$ cat src/rtl/h_eqlz_pkg.sv
// Shared definitions for the channel-estimate sequencer: state encoding,
// NB-IoT default dimensions and the pilot-offset legality check.
package h_eqlz_pkg;

    typedef enum logic {
        IDLE   = 1'b0,
        STREAM = 1'b1
    } state_e;

    localparam int DEF_NUM_SC        = 12;
    localparam int DEF_PILOT_SPACING = 6;

    function automatic logic off_legal(input int off, input int spacing);
        return (off >= 0) && (off < spacing);
    endfunction

endpackage

$ cat src/rtl/h_eqlz_src_sel.sv
// Picks the coefficient for the current subcarrier: the next pilot estimate when the
// subcarrier sits on the pilot grid, otherwise the next interpolated value.
module h_eqlz_src_sel
    import h_eqlz_pkg::*;
#(
    parameter  int WIDTH         = 16,
    parameter  int NUM_SC        = DEF_NUM_SC,
    parameter  int PILOT_SPACING = DEF_PILOT_SPACING,
    localparam int NUM_PILOT     = NUM_SC / PILOT_SPACING,
    localparam int NUM_DIV       = NUM_SC - NUM_PILOT,
    localparam int OFF_W         = (PILOT_SPACING > 1) ? $clog2(PILOT_SPACING) : 1,
    localparam int IDX_W         = $clog2(NUM_SC),
    localparam int PC_W          = (NUM_PILOT > 1) ? $clog2(NUM_PILOT) : 1,
    localparam int DC_W          = (NUM_DIV > 1) ? $clog2(NUM_DIV) : 1
) (
    input  logic [IDX_W-1:0]           sc_idx,
    input  logic [OFF_W-1:0]           pilot_off_q,
    input  logic [PC_W-1:0]            p_cnt,
    input  logic [DC_W-1:0]            d_cnt,
    input  logic [NUM_PILOT*WIDTH-1:0] est_q,
    input  logic [NUM_DIV*WIDTH-1:0]   div_q,
    output logic                       is_pilot,
    output logic [WIDTH-1:0]           h_eqlz
);

    logic [IDX_W-1:0] sc_mod;

    assign sc_mod   = sc_idx % IDX_W'(PILOT_SPACING);
    assign is_pilot = (sc_mod == IDX_W'(pilot_off_q));
    assign h_eqlz   = is_pilot ? est_q[int'(p_cnt)*WIDTH +: WIDTH]
                               : div_q[int'(d_cnt)*WIDTH +: WIDTH];

endmodule

$ cat src/rtl/h_eqlz_seq.sv
// Per-symbol channel-estimate sequencer: captures pilot estimates and interpolated
// values, then streams NUM_SC coefficients in ascending subcarrier order.
module h_eqlz_seq
    import h_eqlz_pkg::*;
#(
    parameter  int WIDTH         = 16,
    parameter  int NUM_SC        = DEF_NUM_SC,
    parameter  int PILOT_SPACING = DEF_PILOT_SPACING,
    localparam int NUM_PILOT     = NUM_SC / PILOT_SPACING,
    localparam int NUM_DIV       = NUM_SC - NUM_PILOT,
    localparam int OFF_W         = (PILOT_SPACING > 1) ? $clog2(PILOT_SPACING) : 1,
    localparam int IDX_W         = $clog2(NUM_SC),
    localparam int PC_W          = (NUM_PILOT > 1) ? $clog2(NUM_PILOT) : 1,
    localparam int DC_W          = (NUM_DIV > 1) ? $clog2(NUM_DIV) : 1
) (
    input  logic                       clk,
    input  logic                       rst,
    input  logic                       flush,
    input  logic                       in_valid,
    output logic                       in_ready,
    input  logic [OFF_W-1:0]           pilot_off,
    input  logic [NUM_PILOT*WIDTH-1:0] est_bus,
    input  logic [NUM_DIV*WIDTH-1:0]   div_bus,
    output logic                       out_valid,
    input  logic                       out_ready,
    output logic [WIDTH-1:0]           h_eqlz,
    output logic [IDX_W-1:0]           sc_idx,
    output logic                       out_is_pilot,
    output logic                       out_last,
    output logic                       err_off
);

    state_e                     state_q, state_d;
    logic [IDX_W-1:0]           sc_idx_q, sc_idx_d;
    logic [PC_W-1:0]            p_cnt_q, p_cnt_d;
    logic [DC_W-1:0]            d_cnt_q, d_cnt_d;
    logic                       err_q, err_d;
    logic [NUM_PILOT*WIDTH-1:0] est_q;
    logic [NUM_DIV*WIDTH-1:0]   div_q;
    logic [OFF_W-1:0]           off_q;

    logic                       load;
    logic                       off_ok;
    logic                       streaming;
    logic                       out_hs;
    logic                       beat_last;
    logic                       is_pilot;
    logic [WIDTH-1:0]           sel_data;

    h_eqlz_src_sel #(
        .WIDTH         (WIDTH),
        .NUM_SC        (NUM_SC),
        .PILOT_SPACING (PILOT_SPACING)
    ) u_src_sel (
        .sc_idx      (sc_idx_q),
        .pilot_off_q (off_q),
        .p_cnt       (p_cnt_q),
        .d_cnt       (d_cnt_q),
        .est_q       (est_q),
        .div_q       (div_q),
        .is_pilot    (is_pilot),
        .h_eqlz      (sel_data)
    );

    assign off_ok    = off_legal(int'(pilot_off), PILOT_SPACING);
    assign streaming = (state_q == STREAM);
    assign out_hs    = streaming && out_ready;
    assign beat_last = streaming && (sc_idx_q == IDX_W'(NUM_SC - 1));
    // A handshaked last beat frees the buffers, so a new symbol can land with no bubble.
    assign in_ready  = (state_q == IDLE) || (out_hs && beat_last);

    // NOTE: every output of this block gets a default first, so no path can infer a latch.
    always_comb begin
        state_d  = state_q;
        sc_idx_d = sc_idx_q;
        p_cnt_d  = p_cnt_q;
        d_cnt_d  = d_cnt_q;
        err_d    = 1'b0;
        load     = 1'b0;
        if (flush) begin
            state_d = IDLE;
        end else begin
            if (in_valid && in_ready) begin
                if (off_ok) load  = 1'b1;
                else        err_d = 1'b1;
            end
            if (out_hs) begin
                if (beat_last) begin
                    state_d = IDLE;
                end else begin
                    sc_idx_d = sc_idx_q + IDX_W'(1);
                    if (is_pilot) p_cnt_d = p_cnt_q + PC_W'(1);
                    else          d_cnt_d = d_cnt_q + DC_W'(1);
                end
            end
            if (load) begin
                state_d  = STREAM;
                sc_idx_d = '0;
                p_cnt_d  = '0;
                d_cnt_d  = '0;
            end
        end
    end

    // NOTE: state updates use non-blocking assignments so every register sees pre-edge values.
    always_ff @(posedge clk) begin
        if (rst) begin
            state_q  <= IDLE;
            sc_idx_q <= '0;
            p_cnt_q  <= '0;
            d_cnt_q  <= '0;
            err_q    <= 1'b0;
        end else begin
            state_q  <= state_d;
            sc_idx_q <= sc_idx_d;
            p_cnt_q  <= p_cnt_d;
            d_cnt_q  <= d_cnt_d;
            err_q    <= err_d;
        end
    end

    // NOTE: symbol buffers carry no reset; they are only read while STREAM, after a load.
    always_ff @(posedge clk) begin
        if (load) begin
            est_q <= est_bus;
            div_q <= div_bus;
            off_q <= pilot_off;
        end
    end

    assign out_valid    = streaming;
    assign h_eqlz       = streaming ? sel_data : '0;
    assign sc_idx       = streaming ? sc_idx_q : '0;
    assign out_is_pilot = streaming && is_pilot;
    assign out_last     = beat_last;
    assign err_off      = err_q;

    // The final beat must consume the last entry of whichever buffer feeds it.
    a_last_cnt : assert property (@(posedge clk) disable iff (rst)
        beat_last |-> (is_pilot ? (p_cnt_q == PC_W'(NUM_PILOT - 1))
                                : (d_cnt_q == DC_W'(NUM_DIV - 1))));

endmodule

$ cat config.mk
export PLATFORM = sky130hd
export DESIGN_NAME = h_eqlz_seq
export DESIGN_NICKNAME = d
export VERILOG_FILES = /design/src/rtl/h_eqlz_pkg.sv /design/src/rtl/h_eqlz_src_sel.sv /design/src/rtl/h_eqlz_seq.sv
export SDC_FILE = /design/constraint.sdc
export NUM_CORES = 1
export LEC_CHECK = 0
export CAP_MARGIN = 0
export CORE_ASPECT_RATIO = 1.1
export CORE_MARGIN = 5
export CORE_UTILIZATION = 50
export CTS_BUF_LIST = sky130_fd_sc_hd__clkbuf_8
export CTS_CLUSTER_DIAMETER = 30
export CTS_CLUSTER_SIZE = 30
export DETAILED_ROUTE_END_ITERATION = 10
export PLACE_DENSITY = 0.83
export SYNTH_ARGS = -nofsm -noshare
export SYNTH_HDL_FRONTEND = slang
export SYNTH_SLANG_ARGS = --single-unit
$ cat constraint.sdc
create_clock -name clk -period 7.2 [get_ports clk]
set_input_delay 1.08 -clock clk [delete_from_list [all_inputs] [get_ports clk]]
set_output_delay 1.08 -clock clk [all_outputs]
set_load 0.01 [all_outputs]
Word-level counts from Yosys, hierarchy flattened
Cells that the tools add are included.

word-level totals
  output and inout bits = 25
  word-level logic and storage cells = 59
  bits in registers = 206

cells by class
  bitwise operators = 3
  add/subtract/negate cells = 3
  muxes and demuxes = 22
  shift-type cells = 2
  order comparisons = 1
  equal/unequal tests = 4
  reductions and logical operators = 15
  divide/modulo/power cells = 1

operators by type and width
  kind                   count
  $shiftx A160 B9 Y16    1
  $mux W16               2
  $mux W4                8
  $shiftx A32 B6 Y16     1
  $mux W1                12
  $add A4 B1 Y4 const B  2
  $reduce_and A4 Y1      2
  $reduce_bool A2 Y1     3
  $logic_and A1 B1 Y1    5
  $eq A4 B3 Y1           1
  $eq A4 B4 Y1 const B   1
  $mod A4 B3 Y4 const B  1
  $ne A2 B1 Y1 const B   2
  $lt A3 B3 Y1 const B   1
  $not A1 Y1             3
  $reduce_and A3 Y1      1
  $reduce_or A3 Y1       1
  $reduce_and A2 Y1      1
  $reduce_or A2 Y1       1
  $add A1 B1 Y1 const B  1
  $logic_or A1 B1 Y1     1

Longest topological paths before layout
  depth after elaboration = 9
  gate-level depth with buffers = 10
  depth with buffers taken out = 9

Hierarchy
From an unflattened synthesis, not the netlist that was laid out.

second synthesis, totals
  cell total of the unflattened synthesis = 472
  area, all modules = 8428.1 µm²

by module, submodules not included
  module          cells an instance  area an instance (µm²)  seq. area each (µm²)  times used
  h_eqlz_seq      274                6590.1                  6075.8                1
  h_eqlz_src_sel  198                1838.0                  0.0                   1

Worst setup path after synthesis
Ideal clock, no wire load.

  kind = in2reg
  start = input port out_ready
  end = register sc_idx_q[3]
  data required time = 7079 ps
  path slack = 1087 ps
  stages = 8
  arrival = 5992 ps
  cells stage by stage = nand4b_1 -> nand2_1 -> nand3b_1 -> inv_1 -> nor2_1 -> nor2_1 -> xnor2_1 -> nor2_1

between the ends
  cells in the longest elaborated chain, start to end = 8
  elaborated cells on any way between the ends = 10
  classes of those cells = 1 x eq/ne; 3 x mux; 6 x reduce/logical

RTL lines
  element                                                              line               source
  start, declared                                                      h_eqlz_seq.sv:25   input logic out_ready,
  $logic_and A1 B1 Y1 (*)                                              h_eqlz_seq.sv:67   assign out_hs = streaming && out_ready;
  $logic_and A1 B1 Y1 (*)                                              h_eqlz_seq.sv:70   assign in_ready = (state_q == IDLE) || (out_hs && beat_last);
  $logic_or A1 B1 Y1 (*)                                               h_eqlz_seq.sv:70
  via in_ready                                                         h_eqlz_seq.sv:20   output logic in_ready,
  $logic_and A1 B1 Y1 (*)                                              h_eqlz_seq.sv:83   if (in_valid && in_ready) begin
  $mux W1 (*)                                                          h_eqlz_seq.sv:83
  $mux W1 (*)                                                          h_eqlz_seq.sv:80   if (flush) begin
  $ne A2 B1 Y1 (no source line) or $reduce_bool A2 Y1 (tied branches)  n/a
  $reduce_and A3 Y1 (no source line)                                   n/a
  end signal, assigned                                                 h_eqlz_seq.sv:115  sc_idx_q <= sc_idx_d;
  end, declared                                                        h_eqlz_seq.sv:34   logic [IDX_W-1:0] sc_idx_q, sc_idx_d;

Mark *: on every way through the listed nets, which the timed path passes. The rest lies on a longest branch. The select of a mux whose other input is x is not followed.
A chain may end at the register's enable or synchronous reset.

Final worst setup path
  start = register sc_idx_q[2]
  end = output port h_eqlz[3]

between the ends
  cells in the longest elaborated chain, start to end = 4

RTL lines
  element        line                  source
  $mod A4 B3 Y4  h_eqlz_src_sel.sv:28  assign sc_mod = sc_idx % IDX_W'(PILOT_SPACING);
  $eq A4 B3 Y1   h_eqlz_src_sel.sv:29  assign is_pilot = (sc_mod == IDX_W'(pilot_off_q));
  $mux W16       h_eqlz_src_sel.sv:30  assign h_eqlz = is_pilot ? est_q[int'(p_cnt)*WIDTH +: WIDTH]
  $mux W16       h_eqlz_seq.sv:132     assign h_eqlz = streaming ? sel_data : '0;
  end, declared  h_eqlz_seq.sv:26      output logic [WIDTH-1:0] h_eqlz,

No other way between the ends.

==> results.toml <==
[clock_network]
holdBufCountCts = 0
post_cts_buffers = 0
cts_tree = "yes"
clkSlewWorstSetupHoldPaths_ps = 50
clock_latency_ps = 520
cts_buffer_depth = 3
clkSinkCount = 206
htree_num_levels = 2
cts_root_buffer = "clkbuf_8"
cts-buffers-inserted = 37
cts_resized = 0

[die]
die_width_um = 132
die_h_um = 144
core_mm2 = 0.0162
initial_core_util_pct = 50.5
ios = 225
dieArea_mm2 = 0.0191
row_count = 49

[timing]
rsz0062_at_grt = "false"
tns_ps = 0
period_share_pct = 71.2
max_freq_mhz = 195
setup_viol = 0
hold_viol_final = 0
tightestPinTransition_ps = 1040
period_minus_slack_ps = 5130
maxSlewHeadroom_pct = 30.7
final_max_slew_viol_count = 0
finClkSkew_ps = 37.5

[cells_and_area]
fillCellCount = 991
area_growth_pct = 40.4
nets = 883
fin_cells = 913
layout-drive-gt1-share_pct = 15.0

[route]
drc = 0
drt_pass1_iterations = 5
ant_nets = 0
first_iter_violations = 354
avgRoutedWirePerCell_um = 21.7
vias = 4997
viasPerCell = 5.47
wl_mm = 19.9

[worst_setup_path]
arrival_ps = 4050
cp-end-kind = "output pin"
cp_data_required_time_ps = 6120
path_max_fanout = 13
path_class = "flip-flop to output pin"
startpoint_type = "flip-flop"

[placement]
io_buffer_count = 224
dp.final_hpwl_mm = 14.3
gp_congestion = 0.879
placed_cells_incl_taps = 843

[grt]
antenna_found_initial = 0
grt_pass1_vias = 5506
grt_max_degree = 77
grt_usage_pct = 20.5
grt_pass1_wl_mm = 29.6
gr-total-overflow = 0

[logic_synthesis]
ys_seq_elements = 206
synth-edff-count = 195
synthTopCellsByArea = "edfxtp_1 71%, mux4_2 8.8%, mux2i_1 5.9%"
synthTopCellsByCount = "195 x edfxtp_1, 48 x mux2i_1, 32 x mux4_2, 22 x nand2_1, 18 x and3_1"
syn-cell-area_mm2 = 0.00820
synthCells = 435
synth_nets = 640
netlist.area_leader.share_pct = 71.4
yosysMostFrequentCell = "edfxtp_1"
async_reset_ff_share_pct = 0
synth_top_area_cell = "edfxtp_1"
ys.flop_type = "edfxtp_1"
synth.distinct_cells = 41
yosysWarnings = 0
syn_area_per_cell_um2 = 18.8
ys_seq_area_share_pct = 74.1

[power_and_ir_drop]
p_total_mw = 2.81
irDropWorstVdd_mv = 0.258
power.density_mw_per_mm2 = 244
leakage_nw = 3.78

[status]
outcome = "complete, no violations"

[run]
cap_violations = 0

[hold_path]
hold_path_class = "flip-flop to flip-flop"
kinds of logic (layout without fill, tap and decap cells):
group | count (synthesis) | after routing | share of synthesized area (%)
buffers and inverters | 27 | 299 | 1.43
adders and majority gates | 5 | 5 | 0.763
and+or+nand+nor | 71 | 71 | 4.65
xor gates and xnor gates | 6 | 6 | 0.641
AOI/OAI and AO/OA | 40 | 40 | 3.75
other | 0 | 2 | 0
muxes | 80 | 80 | 14.6
DFF | 206 | 206 | 74.1
power breakdown:
part	internal [mW]	total [mW]	switching (mW)
clock	0.754	1.25	0.493
sequential	1.37	1.38	0.0139
combinational	0.123	0.186	0.0638
total	2.24	2.81	0.571
sequential cells by signal, summed over array words and instances (netlist names):
register	count
d_cnt_q	4
div_q	160
err_off	1
est_q	32
off_q	3
out_valid	1
p_cnt_q	1
sc_idx_q	4
routing by layer:
metal	global-route usage, %	wire length [um]	share of wire (%)	vias to the layer above
li1	-	-	-	2273
met1	23.9	7240	36	2459
met2	36.4	10700	54	216
met3	5.25	1290	6.5	49
met4	8.28	605	3.0	0
met5	0	0	0	-
layout make-up:
type	count	area, um2	share of cell area, %
flip-flops and latches	206	6080	52.8
diodes	2	5.00	0.0435
repair buffers	229	2280	19.8
inverters	2	12.5	0.109
well taps	204	255	2.22
clock buffers	41	564	4.90
multi-input cells	202	2010	17.4
clock inverters	27	307	2.66
path summary, 6_finish.rpt:
path,end,slack (ps),from,cells after the start
worst max-delay path,h_eqlz[3],2070,sc_idx_q[2],9
worst min-delay path,sc_idx_q[3],610,sc_idx_q[3],2
worst min register to register,sc_idx_q[3],610,sc_idx_q[3],2
worst max register to register,sc_idx_q[3],3950,sc_idx_q[1],10
worst max-delay path, stage by stage (launching register included):
cell	delay (ps)
dfxtp_1	510
nor2b_1	340
ha_1	320
o21bai_1	180
a221o_1	340
a211oi_2	740
buf_4	320
nand2_1	70
and3_1	210
clkdlybuf4s50_1	530
per-stage QoR:
stage / utilization, % / setup WS [ps] / instance area, um2 / hold WS (ps)
final: 70.8 / 2070 / 11500 / 614
after global routing: 70.8 / 1870 / 11500 / 636
after global placement: 65.5 / 2850 / 10600 / 579
after floorplan: - / 1090 / 8200 / 554
after detailed placement: 65.5 / 2660 / 10600 / 591
after CTS: 70.8 / 2080 / 11500 / 608
layout by cell type, fill, tap and decap left out, drive strengths merged, types with 2 or more instances in the layout:
| master | instances |
|---|---|
| a211o | 2 |
| a211oi | 3 |
| a21oi | 6 |
| a31oi | 3 |
| and2 | 5 |
| and3 | 18 |
| buf | 5 |
| bufinv | 6 |
| clkbuf | 41 |
| clkdlybuf4s50 | 224 |
| clkinv | 12 |
| clkinvlp | 5 |
| dfxtp | 11 |
| diode | 2 |
| edfxtp | 195 |
| ha | 5 |
| inv | 6 |
| mux2i | 48 |
| mux4 | 32 |
| nand2 | 22 |
| nand3 | 3 |
| nand4b | 3 |
| nor2 | 8 |
| nor2b | 2 |
| o211ai | 4 |
| o21ai | 2 |
| o221ai | 16 |
| or2 | 2 |
| or3 | 2 |
| xnor2 | 3 |
| xor2 | 3 |
Note: power is estimated with default switching activity, not from simulation.
